File: config.mk
export PLATFORM = sky130hd
export DESIGN_NAME = uart_tx_word_fifo
export DESIGN_NICKNAME = d
export VERILOG_FILES = /design/src/rtl/uart_tx_word_fifo.sv
export SDC_FILE = /design/constraint.sdc
export NUM_CORES = 1
export LEC_CHECK = 0
export ABC_AREA = 1
export BUFFER_PORTS_ARGS = -buffer_cell sky130_fd_sc_hd__buf_2
export CORE_MARGIN = 5
export CORE_UTILIZATION = 40
export CTS_BUF_LIST = sky130_fd_sc_hd__clkbuf_8
export DETAILED_ROUTE_END_ITERATION = 16
export SKIP_LAST_GASP = 1
export SLEW_MARGIN = 20
export SYNTH_ARGS = -nofsm -noshare
export SYNTH_HDL_FRONTEND = slang
export SYNTH_SLANG_ARGS = --single-unit
File: constraint.sdc
create_clock -name CLK -period 4.9 [get_ports CLK]
set_input_delay 0.49 -clock CLK [delete_from_list [all_inputs] [get_ports CLK]]
set_output_delay 0.49 -clock CLK [all_outputs]
set_load 0.01 [all_outputs]
File: src/rtl/uart_tx_word_fifo.sv
// Word-wide transmit queue in front of a byte-serial UART sender.
// Words of 1..BYTES bytes are queued in a circular FIFO, then a small FSM
// (IDLE -> SEND -> GAP) strobes them out one byte at a time. It honours
// sender_ready and always leaves at least one idle cycle between strobes.
//
// Handshakes (both are single-cycle strobes, no back-pressure on push):
//   push side   : a word is taken at the edge when push=1, flush=0 and
//                 full=0. A push while full is dropped and sets the sticky
//                 overflow flag. A push during flush is dropped silently.
//   sender side : sender_enable is the valid; sender_ready is the ready.
//                 sender_enable is only raised in SEND and equals
//                 sender_ready there, so a byte transfers on the edge where
//                 both are high. sender_data is registered and holds the
//                 byte for every cycle the FSM sits in SEND.
module uart_tx_word_fifo #(
    parameter int WORD_WIDTH = 32,
    parameter int DEPTH      = 16,
    parameter int BYTE_ORDER = 0
) (
    input  logic                          CLK,
    input  logic                          reset_n,
    input  logic [WORD_WIDTH-1:0]         push_data,
    input  logic [$clog2(WORD_WIDTH/8):0] push_len,
    input  logic                          push,
    input  logic                          flush,
    input  logic                          sender_ready,
    output logic [7:0]                    sender_data,
    output logic                          sender_enable,
    output logic                          full,
    output logic                          empty,
    output logic [$clog2(DEPTH):0]        count,
    output logic                          busy,
    output logic                          overflow,
    output logic [1:0]                    dbg_state
);

    localparam int BYTES = WORD_WIDTH / 8;
    localparam int LW    = $clog2(BYTES) + 1;
    localparam int AW    = $clog2(DEPTH);
    localparam int CW    = AW + 1;

    typedef enum logic [1:0] {
        S_IDLE = 2'd0,
        S_SEND = 2'd1,
        S_GAP  = 2'd2
    } state_t;

    // Byte presented first from an aligned shift register.
    function automatic logic [7:0] lead_byte(input logic [WORD_WIDTH-1:0] w);
        if (BYTE_ORDER == 0) begin
            return w[WORD_WIDTH-1 -: 8];
        end
        return w[7:0];
    endfunction

    // Shift register after one byte has been consumed.
    function automatic logic [WORD_WIDTH-1:0] advance(input logic [WORD_WIDTH-1:0] w);
        if (BYTE_ORDER == 0) begin
            return w << 8;
        end
        return w >> 8;
    endfunction

    // Storage and pointers
    logic [WORD_WIDTH-1:0] r_mem_word [DEPTH];
    logic [LW-1:0]         r_mem_len  [DEPTH];
    logic [AW-1:0]         r_wr_ptr;
    logic [AW-1:0]         r_rd_ptr;
    logic [CW-1:0]         r_count;
    logic                  r_overflow;

    // Transmit side
    state_t                r_state;
    state_t                w_state_next;
    logic [WORD_WIDTH-1:0] r_shift;
    logic [LW-1:0]         r_bytes_left;
    logic [7:0]            r_sender_data;

    logic                  w_full;
    logic                  w_empty;
    logic                  w_push_ok;
    logic                  w_push_drop;
    logic                  w_pop;
    logic                  w_enable;
    logic                  w_send_fire;
    logic [LW-1:0]         w_push_len_eff;
    logic [WORD_WIDTH-1:0] w_head_word;
    logic [LW-1:0]         w_head_len;
    logic [WORD_WIDTH-1:0] w_head_aligned;
    logic [WORD_WIDTH-1:0] w_shift_adv;

    assign w_full      = (r_count == CW'(DEPTH));
    assign w_empty     = (r_count == '0);
    assign w_push_ok   = push && !flush && !w_full;
    assign w_push_drop = push && !flush && w_full;
    assign w_send_fire = (r_state == S_SEND) && sender_ready;
    assign w_head_word = r_mem_word[r_rd_ptr];
    assign w_head_len  = r_mem_len[r_rd_ptr];
    assign w_shift_adv = advance(r_shift);

    // Normalise the requested length: 0 or anything above BYTES means a full word.
    always_comb begin
        w_push_len_eff = push_len;
        if (push_len == '0 || push_len > LW'(BYTES)) begin
            w_push_len_eff = LW'(BYTES);
        end
    end

    // Align the head word so its first byte to send sits in the lead byte lane.
    always_comb begin
        w_head_aligned = w_head_word;
        if (BYTE_ORDER == 0) begin
            w_head_aligned = w_head_word << (8 * (BYTES - int'(w_head_len)));
        end
    end

    // FSM next state, pop request and transmit strobe.
    always_comb begin
        w_state_next = r_state;
        w_pop        = 1'b0;
        w_enable     = 1'b0;
        case (r_state)
            S_IDLE: begin
                if (!w_empty) begin
                    w_pop        = 1'b1;
                    w_state_next = S_SEND;
                end
            end
            S_SEND: begin
                w_enable = sender_ready;
                if (sender_ready) begin
                    w_state_next = S_GAP;
                end
            end
            S_GAP: begin
                w_state_next = (r_bytes_left != '0) ? S_SEND : S_IDLE;
            end
            default: begin
                w_state_next = S_IDLE;
            end
        endcase
        // A flush abandons the current word and must not consume the queue.
        if (flush) begin
            w_state_next = S_IDLE;
            w_pop        = 1'b0;
        end
    end

    // FSM state register.
    always_ff @(posedge CLK) begin
        if (!reset_n) begin
            r_state <= S_IDLE;
        end else begin
            r_state <= w_state_next;
        end
    end

    // Queue storage; entries hold the normalised length next to the word.
    always_ff @(posedge CLK) begin
        if (w_push_ok) begin
            r_mem_word[r_wr_ptr] <= push_data;
            r_mem_len[r_wr_ptr]  <= w_push_len_eff;
        end
    end

    // Queue pointers and occupancy.
    always_ff @(posedge CLK) begin
        if (!reset_n || flush) begin
            r_wr_ptr <= '0;
            r_rd_ptr <= '0;
            r_count  <= '0;
        end else begin
            if (w_push_ok) begin
                r_wr_ptr <= r_wr_ptr + AW'(1);
            end
            if (w_pop) begin
                r_rd_ptr <= r_rd_ptr + AW'(1);
            end
            case ({w_push_ok, w_pop})
                2'b10:   r_count <= r_count + CW'(1);
                2'b01:   r_count <= r_count - CW'(1);
                default: r_count <= r_count;
            endcase
        end
    end

    // Sticky overflow: set by a push that found the queue full.
    always_ff @(posedge CLK) begin
        if (!reset_n || flush) begin
            r_overflow <= 1'b0;
        end else if (w_push_drop) begin
            r_overflow <= 1'b1;
        end
    end

    // Shift register, remaining-byte counter and registered output byte.
    always_ff @(posedge CLK) begin
        if (!reset_n || flush) begin
            r_shift       <= '0;
            r_bytes_left  <= '0;
            r_sender_data <= 8'h00;
        end else if (w_pop) begin
            r_shift       <= w_head_aligned;
            r_bytes_left  <= w_head_len;
            r_sender_data <= lead_byte(w_head_aligned);
        end else if (w_send_fire) begin
            r_shift       <= w_shift_adv;
            r_bytes_left  <= r_bytes_left - LW'(1);
            r_sender_data <= lead_byte(w_shift_adv);
        end
    end

    assign sender_data   = r_sender_data;
    assign sender_enable = w_enable;
    assign full          = w_full;
    assign empty         = w_empty;
    assign count         = r_count;
    assign busy          = (r_state != S_IDLE);
    assign overflow      = r_overflow;
    assign dbg_state     = r_state;

endmodule

Yosys cells after proc, flatten, opt, wreduce, memory -nomap -nowiden
Memory sizes are Yosys's and may differ from the RTL's. A register that Yosys moved wholly into a read port is not among the register bits. Index checks and enable logic that the tools add are counted.

$add $sub $neg: 6. Magnitude comparators: 1. Equality and inequality tests: 7. Shifts and indexed selects: 1. Multiplexer cells: 29. Bitwise gates (word level): 1. Reduce and logical (&&, ||, !) cells: 18.

Operators with widths (count): $mux 24 (2); $mux 8 (4); $shl 32x32->32 (1); $mux 4 (4); $mux 1 (12); $pmux 5 s2 (1); $mux 3 (3); $add 4x1->4 const B (2); $pmux 2 s3 (1); $reduce_bool 2->1 (3); $add 5x1->5 const B (1); $eq 5x5->1 const B (1); $logic_not 5->1 (1); $sub 5x1->5 const B (1); $eq 2x1->1 const B (2); $eq 2x2->1 const B (2); $logic_and 1x1->1 (4); $mux 2 (2); $ne 2x2->1 const B (2); $sub 3x3->4 const A (1); $gt 3x3->1 const B (1); $logic_not 1->1 (3); $logic_not 3->1 (1); $reduce_bool 3->1 (1); 6 further kinds (7).

Register bits after elaboration: 51. Memory bits (writable): 560. Bits of input ports: 40. Output and inout port bits: 20. Memories kept: 2.

Memory list: r_mem_word (words 16, width 32, rd ports 1, clocked after Yosys merged registers in 1, wr ports 1, RTL line 65) `logic [WORD_WIDTH-1:0] r_mem_word [DEPTH];`; r_mem_len (words 16, width 3, rd ports 1, clocked after Yosys merged registers in 1, wr ports 1, RTL line 66) `logic [LW-1:0] r_mem_len [DEPTH];`.

Depth between registers and ports, before layout
Gate-level depths: netlist (run 1).

Word-level depth: 9. Gate-level depth with buffers: 19. Gate-level depth less buffers: 17.

Worst setup path after synthesis (run 1)
No wires, ideal clock.

Path kind: input -> register. From: input push. To: memory r_mem_len[11][0] (netlist name) (enable). Setup time: 0.427 ns. Data arrival time: 2.495 ns. Data required time: 4.473 ns. Path slack: 1.978 ns. Cell stages on the path: 6. Path buffers: 0. Cells stage by stage: inv_1 nor2_1 nand2_1 inv_1 nand2_1 nor2_1.

Cells in the longest elaborated chain, start to end: 4.

RTL lines: from (decl) (RTL line 24) `input logic push,`; $logic_and 1x1->1 (2 in a row) (RTL line 94) `assign w_push_ok = push && !flush && !w_full;`; $mux 1 (RTL line 160) `if (w_push_ok) begin`; $mux 1 (not written as such) (RTL line 162) `r_mem_len[r_wr_ptr] <= w_push_len_eff;`; to (decl) (RTL line 66).

No other way between the ends.

==> metrics.yaml, run 1 <==
rsz0062_at_grt: "false"
drv_slew: 0
leakage_nw: 10.4
antenna_found_initial: 2
end_kind: "flop"
area_growth_pct: 11.4
clk_pin_slew_ps: 60
num_vias: 17473
vias_per_cell: 5.32
power_per_cell_area_nw_per_um2: 372
cts_tree: "yes"
status: "completed"
cts_htree_levels: 3
overflow: 0
path_cells: "buf_4 -> nand2_1 -> nand3_1 -> nand3_1 -> nand3_1 -> nand2_1 -> inv_1 -> ha_1 -> inv_1 -> nand2_2 -> nand3_2 -> nor2_4 -> nand3_1 -> nand3_1 -> nand2_1 -> inv_1"
gp_congestion: 0.859
async_flop_share_pct: 0
synth-seq-area-share_pct: 70.5
grt_pass1_vias: 16697
drt-initial-drc-count: 1845
synthCells: 2297
use_met2_pct: 31.3
slew_headroom_pct: 25.8
finalSetupViolCount: 0
hp-class: "in2reg"
worst-path-buf-inv: 4
start_kind: "flop"
syn_avg_cell_area_um2: 11.1
use_met1_pct: 27.9
worstSetupPathType: "reg2reg"
die_y_um: 262
final_area_um2: 28300
synth_cell_type_count: 33
cts_buffers: 97
ys.flop_type: "edfxtp_1"
cts_resized: 0
cts.sinks: 615
period_needed_ps: 3570
clkLatencyLatePin_ps: 690
gr-usage-all-layers_pct: 19.8
fillers: 5713
layout_commonest_cell: "nand2_1"
wl_per_cell_um: 20.9
ys_ff_latch: 615
timing.setup.tns_ps: 0
netlist_area_um2: 25400
layout.nets: 2408
use_met3_pct: 3.55
syn-num-nets: 2349
drive_gt1_share_pct: 10.3
placed_cells: 3103
die_area_um2: 68700
cp_slowest_cell: "dfxtp_4"
cts_hold_buf: 0
crit_path_max_incr_delay_ps: 650
cp_common_cell: "nand3_1"
drc: 0
grt_pass1_wl_um: 104000
port_buffers: 59
fin_crit_sh_pct: 72.9
coreArea_um2: 63000
skew_ps: 36.8
initial_core_util_pct: 40.4
cpLargestDelayFamily: "simple AND/OR/NAND/NOR gates"
layout_common_cells: "nand2_1 (712), edfxtp_1 (560), nand3_1 (481)"
yosysWarnings: 0
layout.cells.non_filler: 3282
tightestPinTransition_ps: 1110
cts_max_path_buffers: 3
required_ps: 5530
final-hold-violation-count: 0
critPathArrivalTime_ps: 4200
fmax_mhz: 280
grt.busiest_layer: "met2"
multiInputGateArea_um2: 6630
synth_edf_count: 560
critical_path.max_fanout: 39
placed_area_um2: 26500
rows: 92
cts_setup_buffers: 0
maxCapViolations: 0
wirelength_um: 68500
p_total_mw: 10.5
die_x_um: 262
first_pass_iters: 6
ir_drop_mv: 0.184
ant_nets: 0
grt_max_degree: 148
final_core_util_pct: 45.0
hpwl_um: 36600
io_pins: 60
seqCellArea_um2: 17900
clock-root-buffer: "clkbuf_8"
[final timing paths]
kind	slack, ps	depth (start not counted)	to	start
hold reg to reg	460	2	r_shift[3]	r_shift[3]
setup / recovery	1330	16	r_shift[22]	flop
hold / removal	110	4	dbg_state[0]	sender_ready
setup reg to reg	1330	16	r_shift[22]	flop
[per-layer routing]
metal | part of all wire (%) | up-vias | routed length (µm)
met5 | 0.016 | - | 11
met4 | 2.6 | 2 | 1810
met3 | 6.8 | 125 | 4660
met2 | 47 | 664 | 32200
met1 | 44 | 8569 | 29800
li1 | - | 8113 | -
[synth_stat cells (6+ instances only)]
master / count / area (µm²)
nor2_1: 97 / 364
dfxtp_1: 55 / 1100
a31oi_1: 7 / 43.8
o21ai_0: 74 / 370
edfxtp_1: 560 / 16800
a21oi_1: 41 / 205
nand2_1: 712 / 2670
nand3_1: 481 / 2410
clkbuf_1: 31 / 116
buf_1: 12 / 45.0
ha_1: 12 / 150
buf_2: 76 / 380
buf_4: 18 / 135
inv_1: 77 / 289
o21a_1: 6 / 45.0
[per-stage QoR]
stage	setup slack, ps	hold WS [ps]
global placement	1520	446
CTS	1390	58.9
floorplan	1980	442
detailed placement	1390	454
finish	1330	107
global route	938	104
[sequential cells by signal, summed over array words and instances (netlist names), named ones only]
signal	flops
sender_data	8
r_bytes_left	3
r_wr_ptr	4
r_rd_ptr	4
r_mem_word	512
dbg_state	2
r_mem_len	48
r_shift	24
count	5
overflow	1
[report_power, final]
part	internal [mW]	total (mW)	switching, mW
logic	0.200	0.748	0.548
registers	5.76	5.79	0.0284
clock network	2.01	4.00	2.00
[cell families after synthesis]
kind of cell | share of synthesized area [%]
XOR/XNOR | 0.172
AND/OR/NAND/NOR | 21.8
AO/OA/AOI/OAI | 3.00
flip-flops | 70.5
buffers and inverters | 3.89
adder cells (fa/ha/maj) | 0.591
[worst min-delay path: stages]
cell	delay [ps]
buf_2	80
inv_1	40
nand2_1	60
a31oi_1	70
[layout make-up]
cell class	count	share of cell area, %
sequential	615	63.3
multi-input combinational	1464	23.4
clock buffer	100	4.86
tap	846	3.74
timing repair buffer	98	2.17
clock inverter	78	1.38
inverter	80	1.10
antenna	1	0.00884
Power figures use the tool's default switching activity.
==> run 2, diff against run 1 <==
clock period = 3 ns   (was 4.9 ns; I/O delays follow)
==> metrics.yaml, run 2 (same netlist as run 1, synthesis figures left out) <==
required_ps: 3630
whs_endpoint: "r_wr_ptr[1]"
wirelength_um: 66600
largest_register: "r_mem_word"
layout.nets: 2469
drive_gt1_share_pct: 10.9
cts_htree_levels: 3
antenna_found_initial: 3
area_growth_pct: 14.8
drv_slew: 0
final-hold-violation-count: 0
reg2reg_slack_ps: 360
initial_core_util_pct: 40.4
clock-root-buffer: "clkbuf_8"
gr-usage-all-layers_pct: 19.3
wl_per_cell_um: 19.9
cts_buffers: 98
cts.sinks: 615
rsz0062_at_grt: "false"
layout_common_cells: "nand2_1 (712), edfxtp_1 (560), nand3_1 (481)"
timing.setup.tns_ps: 0
maxCapViolations: 0
end_kind: "flop"
reg.largest.list: "r_mem_word: 512 flops, r_mem_len: 48 flops, r_shift: 24 flops"
gp_congestion: 0.819
grt_max_degree: 115
cts_setup_buffers: 0
ir_drop_mv: 0.275
r2r_cells: 15
cts_tree: "yes"
drt-initial-drc-count: 1882
layout_commonest_cell: "nand2_1"
fin_crit_sh_pct: 87.9
slew_headroom_pct: 39.2
largest_reg_flops: 512
critPathArrivalTime_ps: 3270
leakage_nw: 10.8
die_x_um: 262
critical_path.max_fanout: 6
fmax_mhz: 379
cts_max_path_buffers: 3
status: "completed"
ant_nets: 0
power_per_cell_area_nw_per_um2: 596
clk_pin_slew_ps: 60
finalSetupViolCount: 0
hp-class: "in2reg"
r2r-start: "count[0]"
tightestPinTransition_ps: 913
coreArea_um2: 63000
hold_path_depth: 6
grt_pass1_vias: 16742
overflow: 0
die_area_um2: 68700
port_buffers: 59
skew_ps: 35.0
hpwl_um: 35700
grt_pass1_wl_um: 101000
period_needed_ps: 2640
die_y_um: 262
first_pass_iters: 6
start_kind: "flop"
p_total_mw: 17.4
clkLatencyLatePin_ps: 700
timing.rr.end: "count[4]"
num_vias: 17573
io_pins: 60
rows: 92
drc: 0
hold_start: "push"
vias_per_cell: 5.25
worstSetupPathType: "reg2reg"
run 2: critical path: stages (launching register included):
cell     delay (ps)
dfxtp_1         360
nor4_2          340
nand2_1         110
nand2_1         160
nor2_2           60
ha_1            270
xor2_1          250
ha_1            190
inv_1            40
nand2_1          90
nand2_1          60
o21ai_0         210
o21ai_0         100
a21oi_1         170
o21ai_0          90
a21oi_1         100
run 2: repair_timing:
item	CTS	global route
resized for setup	0	1
hold endpoints to repair	514	0
endpoints found under the setup margin	0	1
hold buffers	35	0
run 2: how the worst max path moves through the flow:
stage             start          endpoint  cells after the start
5_1_grt        count[0]          count[4]                     15
6_report       count[0]          count[4]                     15
2_1_floorplan  count[0]  r_mem_len[11][0]                      6
3_3_place_gp   count[0]          count[4]                     15
3_5_place_dp   count[0]          count[4]                     15
4_1_cts        count[0]          count[4]                     15
run 2: metal layers:
layer | part of all wire (%) | up-vias | wire length (µm) | GRT usage [%]
met2 | 47 | 691 | 31600 | 31.0
met4 | 2.0 | 4 | 1360 | 5.71
met1 | 43 | 8519 | 28600 | 27.2
li1 | - | 8256 | - | -
met5 | 0.041 | - | 27 | 0
met3 | 7.5 | 103 | 4960 | 3.28
run 2: cell type report:
type | instances | area, µm²
Antenna cell | 1 | 2.50
Clock buffer | 101 | 1390
Clock inverter | 80 | 412
Fill cell | 5743 | 33800
Inverter | 80 | 310
Multi-Input combinational cell | 1464 | 6630
Sequential cell | 615 | 17900
Tap cell | 846 | 1060
Timing Repair Buffer | 158 | 1440
run 2: stage by stage:
step | cells | setup WS (ps) | hold WS, ps | instance area (µm²) | util [%]
floorplan | 2297 | 108 | 399 | 25400 | -
global placement | 3128 | 261 | 447 | 27000 | 42.9
detailed placement | 3128 | 345 | 457 | 27000 | 42.9
CTS | 3344 | 338 | 64.1 | 29200 | 46.3
global route | 3345 | 80.1 | 126 | 29200 | 46.3
finish | 3345 | 362 | 111 | 29200 | 46.3
run 2: power breakdown:
group          switching [mW]  total, mW  internal (mW)  leakage, nW
combinational           0.912       1.31          0.395         4.22
clock                    3.24       6.62           3.38         1.05
sequential             0.0384       9.45           9.41         5.50
total                    4.19       17.4           13.2         10.8
